===== src/rtl/psram_burst_splitter.sv =====
// psram_burst_splitter
// Splits one multi-beat bus request into PSRAM segments so that no segment
// crosses a PSRAM page or exceeds the runtime/hard tCEM beat limit.
// Optional segment/split statistics: define PSRAM_SPLIT_STAT_EN.
module psram_burst_splitter #(
  parameter int ADDR_WIDTH    = 32,
  parameter int LEN_WIDTH     = 8,
  parameter int BEAT_BYTES    = 8,
  parameter int PAGE_SIZE     = 1024,
  parameter int MAX_SEG_BEATS = 16
) (
  input  logic                  clk_i,
  input  logic                  rst_n_i,
  input  logic                  cfg_en_i,
  input  logic [LEN_WIDTH-1:0]  cfg_max_beats_i,
`ifdef PSRAM_SPLIT_STAT_EN
  input  logic                  stat_clr_i,
  output logic [15:0]           seg_cnt_o,
  output logic [15:0]           split_cnt_o,
`endif
  input  logic                  req_valid_i,
  output logic                  req_ready_o,
  input  logic [ADDR_WIDTH-1:0] req_addr_i,
  input  logic [LEN_WIDTH-1:0]  req_len_i,
  input  logic                  req_rdwr_i,
  output logic                  req_done_o,
  output logic                  seg_valid_o,
  input  logic                  seg_ready_i,
  output logic [ADDR_WIDTH-1:0] seg_addr_o,
  output logic [LEN_WIDTH-1:0]  seg_len_o,
  output logic                  seg_rdwr_o,
  output logic                  seg_last_o,
  input  logic                  seg_done_i
);

  localparam int BEAT_BITS = $clog2(BEAT_BYTES);
  localparam int PAGE_BITS = $clog2(PAGE_SIZE);
  localparam int PW        = PAGE_BITS - BEAT_BITS + 1;  // page beat count width
  localparam int RW        = LEN_WIDTH + 1;              // holds 2^LEN_WIDTH beats
  localparam int CW        = (PW > RW) ? PW : RW;        // common compare width

  typedef enum logic [1:0] {ST_IDLE, ST_CALC, ST_ISSUE, ST_WAIT} state_e;

  state_e                state_q, state_d;
  logic [ADDR_WIDTH-1:0] addr_q;
  logic [RW-1:0]         rem_q;
  logic                  rdwr_q;
  logic [RW-1:0]         seg_beats_q;

  logic [PAGE_BITS:0]    page_rem;
  logic [CW-1:0]         page_beats;
  logic [RW-1:0]         cfg_plus;
  logic [RW-1:0]         lim;
  logic [RW-1:0]         seg_beats;
  logic                  accept;
  logic                  seg_fire;

  // State register.
  // NOTE: sequential state uses non-blocking assignments so every flop samples
  // pre-edge values regardless of block ordering.
  always_ff @(posedge clk_i or negedge rst_n_i) begin
    if (!rst_n_i) state_q <= ST_IDLE;
    else          state_q <= state_d;
  end

  // Next-state decode plus the handshake outputs that are pure state decodes.
  // NOTE: every signal gets a default first so no path leaves it unassigned,
  // which would infer a latch.
  always_comb begin
    state_d     = state_q;
    req_ready_o = 1'b0;
    seg_valid_o = 1'b0;
    case (state_q)
      ST_IDLE: begin
        // rst_n_i gating keeps ready low while reset is held.
        req_ready_o = cfg_en_i & rst_n_i;
        if (req_valid_i && cfg_en_i) state_d = ST_CALC;
      end
      ST_CALC:  state_d = ST_ISSUE;
      ST_ISSUE: begin
        seg_valid_o = 1'b1;
        if (seg_ready_i) state_d = ST_WAIT;
      end
      ST_WAIT: begin
        if (seg_done_i) state_d = seg_last_o ? ST_IDLE : ST_CALC;
      end
      default: state_d = ST_IDLE;
    endcase
  end

  assign accept   = (state_q == ST_IDLE) && req_valid_i && req_ready_o;
  assign seg_fire = seg_valid_o && seg_ready_i;

  // Segment size: min(remaining, beats left in page, beat limit).
  always_comb begin
    page_rem   = (PAGE_BITS + 1)'(PAGE_SIZE) - {1'b0, addr_q[PAGE_BITS-1:0]};
    page_beats = CW'(page_rem >> BEAT_BITS);
    cfg_plus   = {1'b0, cfg_max_beats_i} + RW'(1);
    if (cfg_max_beats_i == '0 || cfg_plus > RW'(MAX_SEG_BEATS)) lim = RW'(MAX_SEG_BEATS);
    else                                                         lim = cfg_plus;
    seg_beats = rem_q;
    if (page_beats < CW'(seg_beats)) seg_beats = RW'(page_beats);
    if (lim < seg_beats)             seg_beats = lim;
  end

  // Request capture, segment registers, address/remaining bookkeeping, done pulse.
  always_ff @(posedge clk_i or negedge rst_n_i) begin
    if (!rst_n_i) begin
      addr_q      <= '0;
      rem_q       <= '0;
      rdwr_q      <= 1'b0;
      seg_beats_q <= '0;
      seg_addr_o  <= '0;
      seg_len_o   <= '0;
      seg_rdwr_o  <= 1'b0;
      seg_last_o  <= 1'b0;
      req_done_o  <= 1'b0;
    end else begin
      req_done_o <= 1'b0;
      if (accept) begin
        addr_q <= req_addr_i & ~ADDR_WIDTH'(BEAT_BYTES - 1);
        rdwr_q <= req_rdwr_i;
        rem_q  <= {1'b0, req_len_i} + RW'(1);
      end
      if (state_q == ST_CALC) begin
        seg_addr_o  <= addr_q;
        seg_len_o   <= LEN_WIDTH'(seg_beats - RW'(1));
        seg_last_o  <= (seg_beats == rem_q);
        seg_rdwr_o  <= rdwr_q;
        seg_beats_q <= seg_beats;
      end
      if (seg_fire) begin
        addr_q <= addr_q + (ADDR_WIDTH'(seg_beats_q) << BEAT_BITS);
        rem_q  <= rem_q - seg_beats_q;
      end
      if (state_q == ST_WAIT && seg_done_i && seg_last_o) req_done_o <= 1'b1;
    end
  end

`ifdef PSRAM_SPLIT_STAT_EN
  logic first_q;

  // Saturating counts of issued segments and of requests split in two or more.
  always_ff @(posedge clk_i or negedge rst_n_i) begin
    if (!rst_n_i) begin
      seg_cnt_o   <= '0;
      split_cnt_o <= '0;
      first_q     <= 1'b0;
    end else begin
      if (accept)        first_q <= 1'b1;
      else if (seg_fire) first_q <= 1'b0;
      if (stat_clr_i) begin
        seg_cnt_o   <= '0;
        split_cnt_o <= '0;
      end else begin
        if (seg_fire && seg_cnt_o != 16'hFFFF) seg_cnt_o <= seg_cnt_o + 16'd1;
        if (seg_fire && first_q && !seg_last_o && split_cnt_o != 16'hFFFF)
          split_cnt_o <= split_cnt_o + 16'd1;
      end
    end
  end
`endif

endmodule


===== config.mk =====
export PLATFORM = sky130hd
export DESIGN_NAME = psram_burst_splitter
export DESIGN_NICKNAME = d
export VERILOG_FILES = /design/src/rtl/psram_burst_splitter.sv
export SDC_FILE = /design/constraint.sdc
export NUM_CORES = 1
export LEC_CHECK = 0
export CAP_MARGIN = 20
export CORE_MARGIN = 8
export CORE_UTILIZATION = 50
export DETAILED_ROUTE_END_ITERATION = 8
export MAX_ROUTING_LAYER = met4
export PLACE_DENSITY = 0.87
export RECOVER_POWER = 25
export SLEW_MARGIN = 0
export SYNTH_ARGS = -nofsm -noshare
export SYNTH_HDL_FRONTEND = slang
export SYNTH_SLANG_ARGS = --single-unit

===== constraint.sdc =====
create_clock -name clk_i -period 6.05 [get_ports clk_i]
set_input_delay 1.21 -clock clk_i [delete_from_list [all_inputs] [get_ports clk_i]]
set_output_delay 1.21 -clock clk_i [all_outputs]
set_load 0.02 [all_outputs]

==> metrics.txt, run 1 <==
status finished, violations left; failing checks max-capacitance violations, max-slew violations; area of the multi-input gates ~3500 µm²; upper clock frequency limit approximately 170 MHz; CTS tree done; Max Cap Violations 1; Fill cells 971; CTS sink cnt 90; via count approximately 5200; Worst Setup Slack post-DPL ~0.11 ns; Pins Over Slew Limit 41; diode count 0; Final Hold Viols 0; GRT met2 Usage 36.8%; post-route minimum period 5.72 ns; hpwl dp about 12 mm; grt met3 use 4.73%; Worst EP required roughly 6.3 ns; WHS roughly 0.48 ns; Main synth FF type dfrtp_1; CP delay by family, top compound AO/OA/AOI/OAI gates; pwr dens ~560 nW/µm²; Ports 100; commonest cells after routing, fill and taps aside clkdlybuf4s50_1 (91), dfrtp_1 (90), nand2_1 (60); maximum number of pins on one net before global-route repair 59; GR peak layer met2; CP startpoint cfg_max_beats_i[1]; post-synthesis cell area slightly above 6000 µm²; crit share post-route 94.5%; GPL Wtd Cong 0.921; synthesized area per cell approximately 9.5 µm²; Antenna Nets Post-Route 0; Synth Instances around 640; R2R cell count 20; Critical R2R Launch addr_q[7]$_DFFE_PN0P_; worst-path maximum fanout 7; first-pass detailed-route iteration total 5; critical path arrival around 5.9 ns; fraction of layout cells with a size suffix above 1 10.8%; slowest CP cell o31ai_1; FF+latch count, synth 90; Worst-Skew Late Latency ~0.35 ns; Port Buffers a little over 90; static leakage ~3.1 nW; final instance area 7380 µm²; Setup Skew about 0.009 ns; initial DRC count around 400; FF-to-FF End seg_len_o[3]$_DFFE_PN0N_; clock buffer count from CTS 9; Starting Density between 50% and 60%; CP startpoint kind primary input; yosys warns 0; vias in the first global route about 5400; Hold WC Path Type flip-flop to flip-flop; Worst VDD drop slightly below 0.3 mV; first-pass GRT wire length between 20 and 30 mm; global route overflow 0; RSZ-0062 raised after global routing no; Worst R2R Setup Slack approximately 0.47 ns; wire per inst ~18 µm; post_cts resized 0; Yosys cell types 73; Synth async-reset ratio 100%; DRC Markers 0; chip width about 130 µm; Hold Buf Count CTS 0; Worst Setup EP seg_len_o[3]$_DFFE_PN0N_; Via density 5.90; WL final roughly 16 mm; post-route worst setup slack between 0.3 and 0.4 ns; Total GRT Usage 21.2%; hold path depth 1; commonest non-fill, non-tap cell in the layout clkdlybuf4s50_1; Core Box Area ~12000 µm²; Rows 40; Total Neg Setup Slack 0 ns; Tightest Pin Transition around 2.1 ns; clock slew at reported path FFs 0.06 ns; Syn-to-layout area delta 22.3%; die area 15800 µm²; relative slew slack -38.0%; Die Y 126 µm; Setup Viol. Count Final 0; critical path depth 17; Crit path largest cell delay ~0.63 ns; sequential-to-total area share from yosys stat between 30 and 40%; CP Capture Type flip-flop; number of synthesized flops with an enable pin 0; Setup Fix Bufs, Post-CTS 0; Root Buffer clkbuf_16; crit path cell chain clkdlybuf4s50_1, ha_1, and4_1, or2_0, a211oi_2, or4_4, o21bai_4, ha_1, a21oi_1, o21ai_0, a21oi_1, inv_1, o31ai_1, a22oi_2, nor2b_4, xnor2_1, mux2_2; total power between 4 and 5 mW; NumNets Final 826; critical path class primary input to flip-flop; register area between 2000 and 2500 µm²; initial antenna violation count 0; Max clock buf depth 2; met1 Usage GRT approximately a quarter; Critical path buffers and inverters 2; H-tree depth 3; dpl cell area 7090 µm²
report_power, final:
part	leakage [nW]	switching, mW	internal (mW)	total, mW
Sequential	1.06	0.277	0.890	1.17
Clock	0.141	0.243	0.293	0.536
Combinational	1.95	1.30	1.12	2.42
Total	3.15	1.82	2.30	4.12
flip-flops by register name, indices dropped and copies added (netlist names):
name and flops:
addr_q 29, seg_beats_q 9, state_q 2, req_done_o 1
seg_len_o 8, rem_q 9, rdwr_q 1, seg_addr_o 29
seg_last_o 1, seg_rdwr_o 1
worst reg2reg max path: cells and delay by family, from the launching register on:
kind                     cells  cell delay (ns)
flip-flops                   1             0.45
AND/OR/NAND/NOR              6             1.45
multiplexers                 2             0.58
XOR/XNOR                     1             0.12
buffers and inverters        2             0.19
adder cells (fa/ha/maj)      2             0.65
AO/OA/AOI/OAI                7             2.02
how the worst min path moves through the flow:
| stage | startpoint | end |
|---|---|---|
| floorplan | rdwr_q$_DFFE_PN0P_ | rdwr_q$_DFFE_PN0P_ |
| global placement | rdwr_q$_DFFE_PN0P_ | rdwr_q$_DFFE_PN0P_ |
| detailed placement | seg_len_o[0]$_DFFE_PN0N_ | seg_len_o[0]$_DFFE_PN0N_ |
| CTS | seg_len_o[0]$_DFFE_PN0N_ | seg_len_o[0]$_DFFE_PN0N_ |
| global route | seg_len_o[0]$_DFFE_PN0N_ | seg_len_o[0]$_DFFE_PN0N_ |
| finish | seg_len_o[0]$_DFFE_PN0N_ | seg_len_o[0]$_DFFE_PN0N_ |
cell families after synthesis:
logic type      Yosys count  synth area share [%]
simple gates            198                  17.0
compound gates          158                  18.8
flops                    90                  37.3
buf+inv                  69                  4.69
fa+ha+maj                45                  9.59
mux                      42                  7.78
xor+xnor                 32                  4.65
other cells               2                 0.125
per-stage QoR:
stage / instances / utilization [%]
after floorplan: 642 / -
after global placement: 860 / 59.5
after detailed placement: 860 / 59.5
after CTS: 876 / 61.9
after global routing: 878 / 61.9
final: 878 / 61.9
area by class of cell:
type,count,share of cell area (%)
multi-input combinational,483,47.7
sequential,90,30.5
timing repair buffer,101,13.3
clock buffer,11,3.29
tap,147,2.49
inverter,41,2.09
clock inverter,5,0.526
layer usage:
metal  up-vias  wire, µm
met5         -         0
met4         0       388
met3        33       891
met2       199      8080
met1      2473      6740
li1       2473         -
Yosys cell counts (all sizes together) (12+ instances only):
cell	count	area, µm²
o21ai	38	190
a31oi	12	75.1
a211oi	13	103
mux2	36	409
nand2	60	225
nor2	46	175
a21oi	28	144
xor2	13	114
xnor2	19	166
clkbuf	17	63.8
dfrtp	90	2250
and3	15	93.8
ha	43	538
inv	41	154
nand3	19	95.1
Note: power is estimated with default switching activity, not from simulation.
==> inputs of run 2 (changes only) <==
--- a/config.mk
+++ b/config.mk
@@ -5,14 +5,16 @@
 export SDC_FILE = /design/constraint.sdc
 export NUM_CORES = 1
 export LEC_CHECK = 0
+export ABC_AREA = 1
 export CAP_MARGIN = 20
 export CORE_MARGIN = 8
 export CORE_UTILIZATION = 50
 export DETAILED_ROUTE_END_ITERATION = 8
 export MAX_ROUTING_LAYER = met4
-export PLACE_DENSITY = 0.87
+export PLACE_DENSITY = 0.86
 export RECOVER_POWER = 25
 export SLEW_MARGIN = 0
 export SYNTH_ARGS = -nofsm -noshare
 export SYNTH_HDL_FRONTEND = slang
 export SYNTH_SLANG_ARGS = --single-unit
+export TNS_END_PERCENT = 20
==> constraint.sdc (replaced) <==
create_clock -name clk_i -period 6.8 [get_ports clk_i]
set_input_delay 1.36 -clock clk_i [delete_from_list [all_inputs] [get_ports clk_i]]
set_output_delay 1.36 -clock clk_i [all_outputs]
set_load 0.02 [all_outputs]
==> run 2 against run 1 <==
Compared with the run above:
- synthesized cell count up 36%
- critical path depth down 14
- the flow still finishes with violations (max-capacitance violations, max-slew violations)
- via count up 15%
- clock power down 11%
- first-iteration DRC count up 56%
- critical path type is now primary input to output port
- routed wire length up 2.8%
- sequential cell count unchanged
==> metrics.txt, run 2 <==
status finished, violations left; failing checks max-capacitance violations, max-slew violations; Pins Over Slew Limit roughly 120; post_cts resized 0; hold path depth 2; chip width between 100 and 150 µm; WL final about 17 mm; Synth Instances just under 900; CTS tree done; critical path arrival between 4 and 5 ns; Comb pwr share 59.9%; Tightest Pin Transition approximately 2.7 ns; Via density 5.26; synthesized area per cell slightly above 7 µm²; Setup Fix Bufs, Post-CTS 0; Die Y approximately 130 µm; Syn-to-layout area delta 21.5%; worst-path maximum fanout 43; Core Box Area 12400 µm²; commonest cells after routing, fill and taps aside nand2_1 (237), inv_1 (123), clkdlybuf4s50_1 (91); Crit path largest cell delay ~1.7 ns; largest family of logic cells by synthesized area simple AND/OR/NAND/NOR gates; final instance area between 7000 and 8000 µm²; vias in the first global route 5600; global route overflow 0; Worst-Skew Late Latency about 0.36 ns; critical path class primary input to output port; R2R cell count 25; Ports 100; Final Hold Viols 0; top-area cell type share of the netlist area 35.9%; Total GRT Usage a little over a fifth; die area 16400 µm²; post-route minimum period roughly 5.5 ns; pwr dens 477 nW/µm²; Max Cap Violations 2; switching power total 1.76 mW; synth cell count leaders nand2_1 (237), inv_1 (123), dfrtp_1 (90); Worst EP required about 5.4 ns; CTS sink cnt 90; clock buffer count from CTS 9; complex-gate fraction of the synthesized area 14.2%; NumNets Final approximately 1100; DRC Markers 0; static leakage 3.67 nW; H-tree depth 3; Setup Viol. Count Final 0; Switching Fraction between 40% and 50%; Setup Skew just under 0.008 ns; XOR/XNOR Fraction of Synth Area 3.07%; initial DRC count between 600 and 700; RSZ-0062 raised after global routing no; sequential-to-total area share from yosys stat 35.9%; Total Neg Setup Slack 0 ns; dpl cell area ~7400 µm²; Clock power frac 13.1%; multiplexer share of the synthesized area 0%; Max clock buf depth 2; upper clock frequency limit roughly 180 MHz; crit path cell chain clkbuf_1, and3_1, clkdlybuf4s50_1; hpwl dp ~12 mm; clock slew at reported path FFs about 0.06 ns; Sequential Power Share between 20% and 30%; number of synthesized flops with an enable pin 0; Root Buffer clkbuf_16; top post-synthesis cells by area dfrtp_1 (36%), nand2_1 (14%), ha_1 (8.6%), inv_1 (7.4%), o21ai_0 (5.4%); initial antenna violation count 0; maximum number of pins on one net before global-route repair slightly above 70; diode count 0; count leader, synth nand2_1; CP startpoint kind primary input; fraction of layout cells with a size suffix above 1 5.63%; GPL Wtd Cong ~0.96; internal power ~1.9 mW; post-synthesis cell area 6280 µm²; Starting Density 50.6%; crit share post-route about four fifths; Worst VDD drop around 0.26 mV; wire per inst between 10 and 15 µm; Post-Synth Adder-Cell Area 9.21%; Yosys cell types 42; commonest non-fill, non-tap cell in the layout nand2_1; relative slew slack -76.7%; Post-Synth Simple-Gate Area 27.9%; Main synth FF type dfrtp_1; FF+latch count, synth 90; slowest CP cell clkbuf_1; Port Buffers 93; CP Capture Type output port; Synth async-reset ratio between 90% and 100%; area leader, netlist dfrtp_1; Antenna Nets Post-Route 0; biggest regs addr_q x29, seg_addr_o x29; first-pass GRT wire length between 20 and 30 mm; Hold WC Path Type flip-flop to flip-flop; via count 5956; yosys warns 0; Hold Buf Count CTS 0; first-pass detailed-route iteration total 6; Rows 41
run 2: changes by cell type in the layout (fill, tap and decap cells not counted), moves of 13 or more:
cell	change
nor2_1	+14
nand3_1	+22
and3_1	-13
o21ai_0	+32
inv_1	+82
mux2_2	-35
nand2_1	+177
xnor2_1	-15
run 2: power by group through the flow:
| stage | combinational [mW] | clock (mW) | sequential, mW |
|---|---|---|---|
| 6_report | 2.18 | 0.477 | 0.981 |
| 5_1_grt | 2.47 | 0.506 | 1.01 |
| 4_1_cts | 2.17 | 0.481 | 0.978 |
| 3_5_place_dp | 2.15 | 0 | 0.985 |
| 3_3_place_gp | 2.09 | 0 | 0.975 |
| 2_1_floorplan | 1.45 | 0 | 1.07 |
run 2: layout make-up:
class,instances,area [µm²]
sequential,90,2250
clock inverter,6,42.5
timing repair buffer,99,962
tap,172,215
clock buffer,10,239
inverter,127,477
fill,1106,4780
multi-input combinational,628,3440
run 2: worst max-delay path: cells and delay by family:
family                 cells  cell delay, ns
buffers and inverters      2            2.32
AND/OR/NAND/NOR            1            0.39
run 2: per-layer routing:
layer / vias up / global-route usage (%) / wire length [µm]
li1: 2984 / - / -
met1: 2739 / 27.4 / 7480
met2: 217 / 32.4 / 7570
met3: 16 / 5.74 / 1290
met4: 0 / 5.66 / 207
met5: - / - / 0
run 2: kinds of logic after synthesis:
logic type      Yosys count
compound gates          153
fa+ha+maj                45
simple gates            400
other cells               2
xor+xnor                 22
flops                    90
buf+inv                 153
run 2: final timing paths:
path / startpoint / endpoint / slack [ns]
hold / removal: seg_addr_o[10]$_DFFE_PN0N_ / seg_addr_o[10]$_DFFE_PN0N_ / 0.47
hold reg to reg: seg_addr_o[10]$_DFFE_PN0N_ / seg_addr_o[10]$_DFFE_PN0N_ / 0.47
setup / recovery: rst_n_i / req_ready_o / 1.34
setup reg to reg: addr_q[3]$_DFFE_PN0P_ / seg_len_o[4]$_DFFE_PN0N_ / 2.06
max in group asynchronous: rst_n_i / addr_q[7]$_DFFE_PN0P_ / 3.37
min in group asynchronous: rst_n_i / seg_addr_o[14]$_DFFE_PN0N_ / 1.73
run 2: stage by stage:
stage	setup WS [ns]	power, mW	util (%)	std cells	hold WS [ns]
finish	1.34	3.64	61.5	1132	0.471
global route	0.941	3.99	61.5	1132	0.492
CTS	2.13	3.63	61.6	1132	0.475
detailed placement	1.95	3.13	59.3	1116	0.459
global placement	2.04	3.06	59.3	1116	0.455
floorplan	2.95	2.51	-	871	0.449
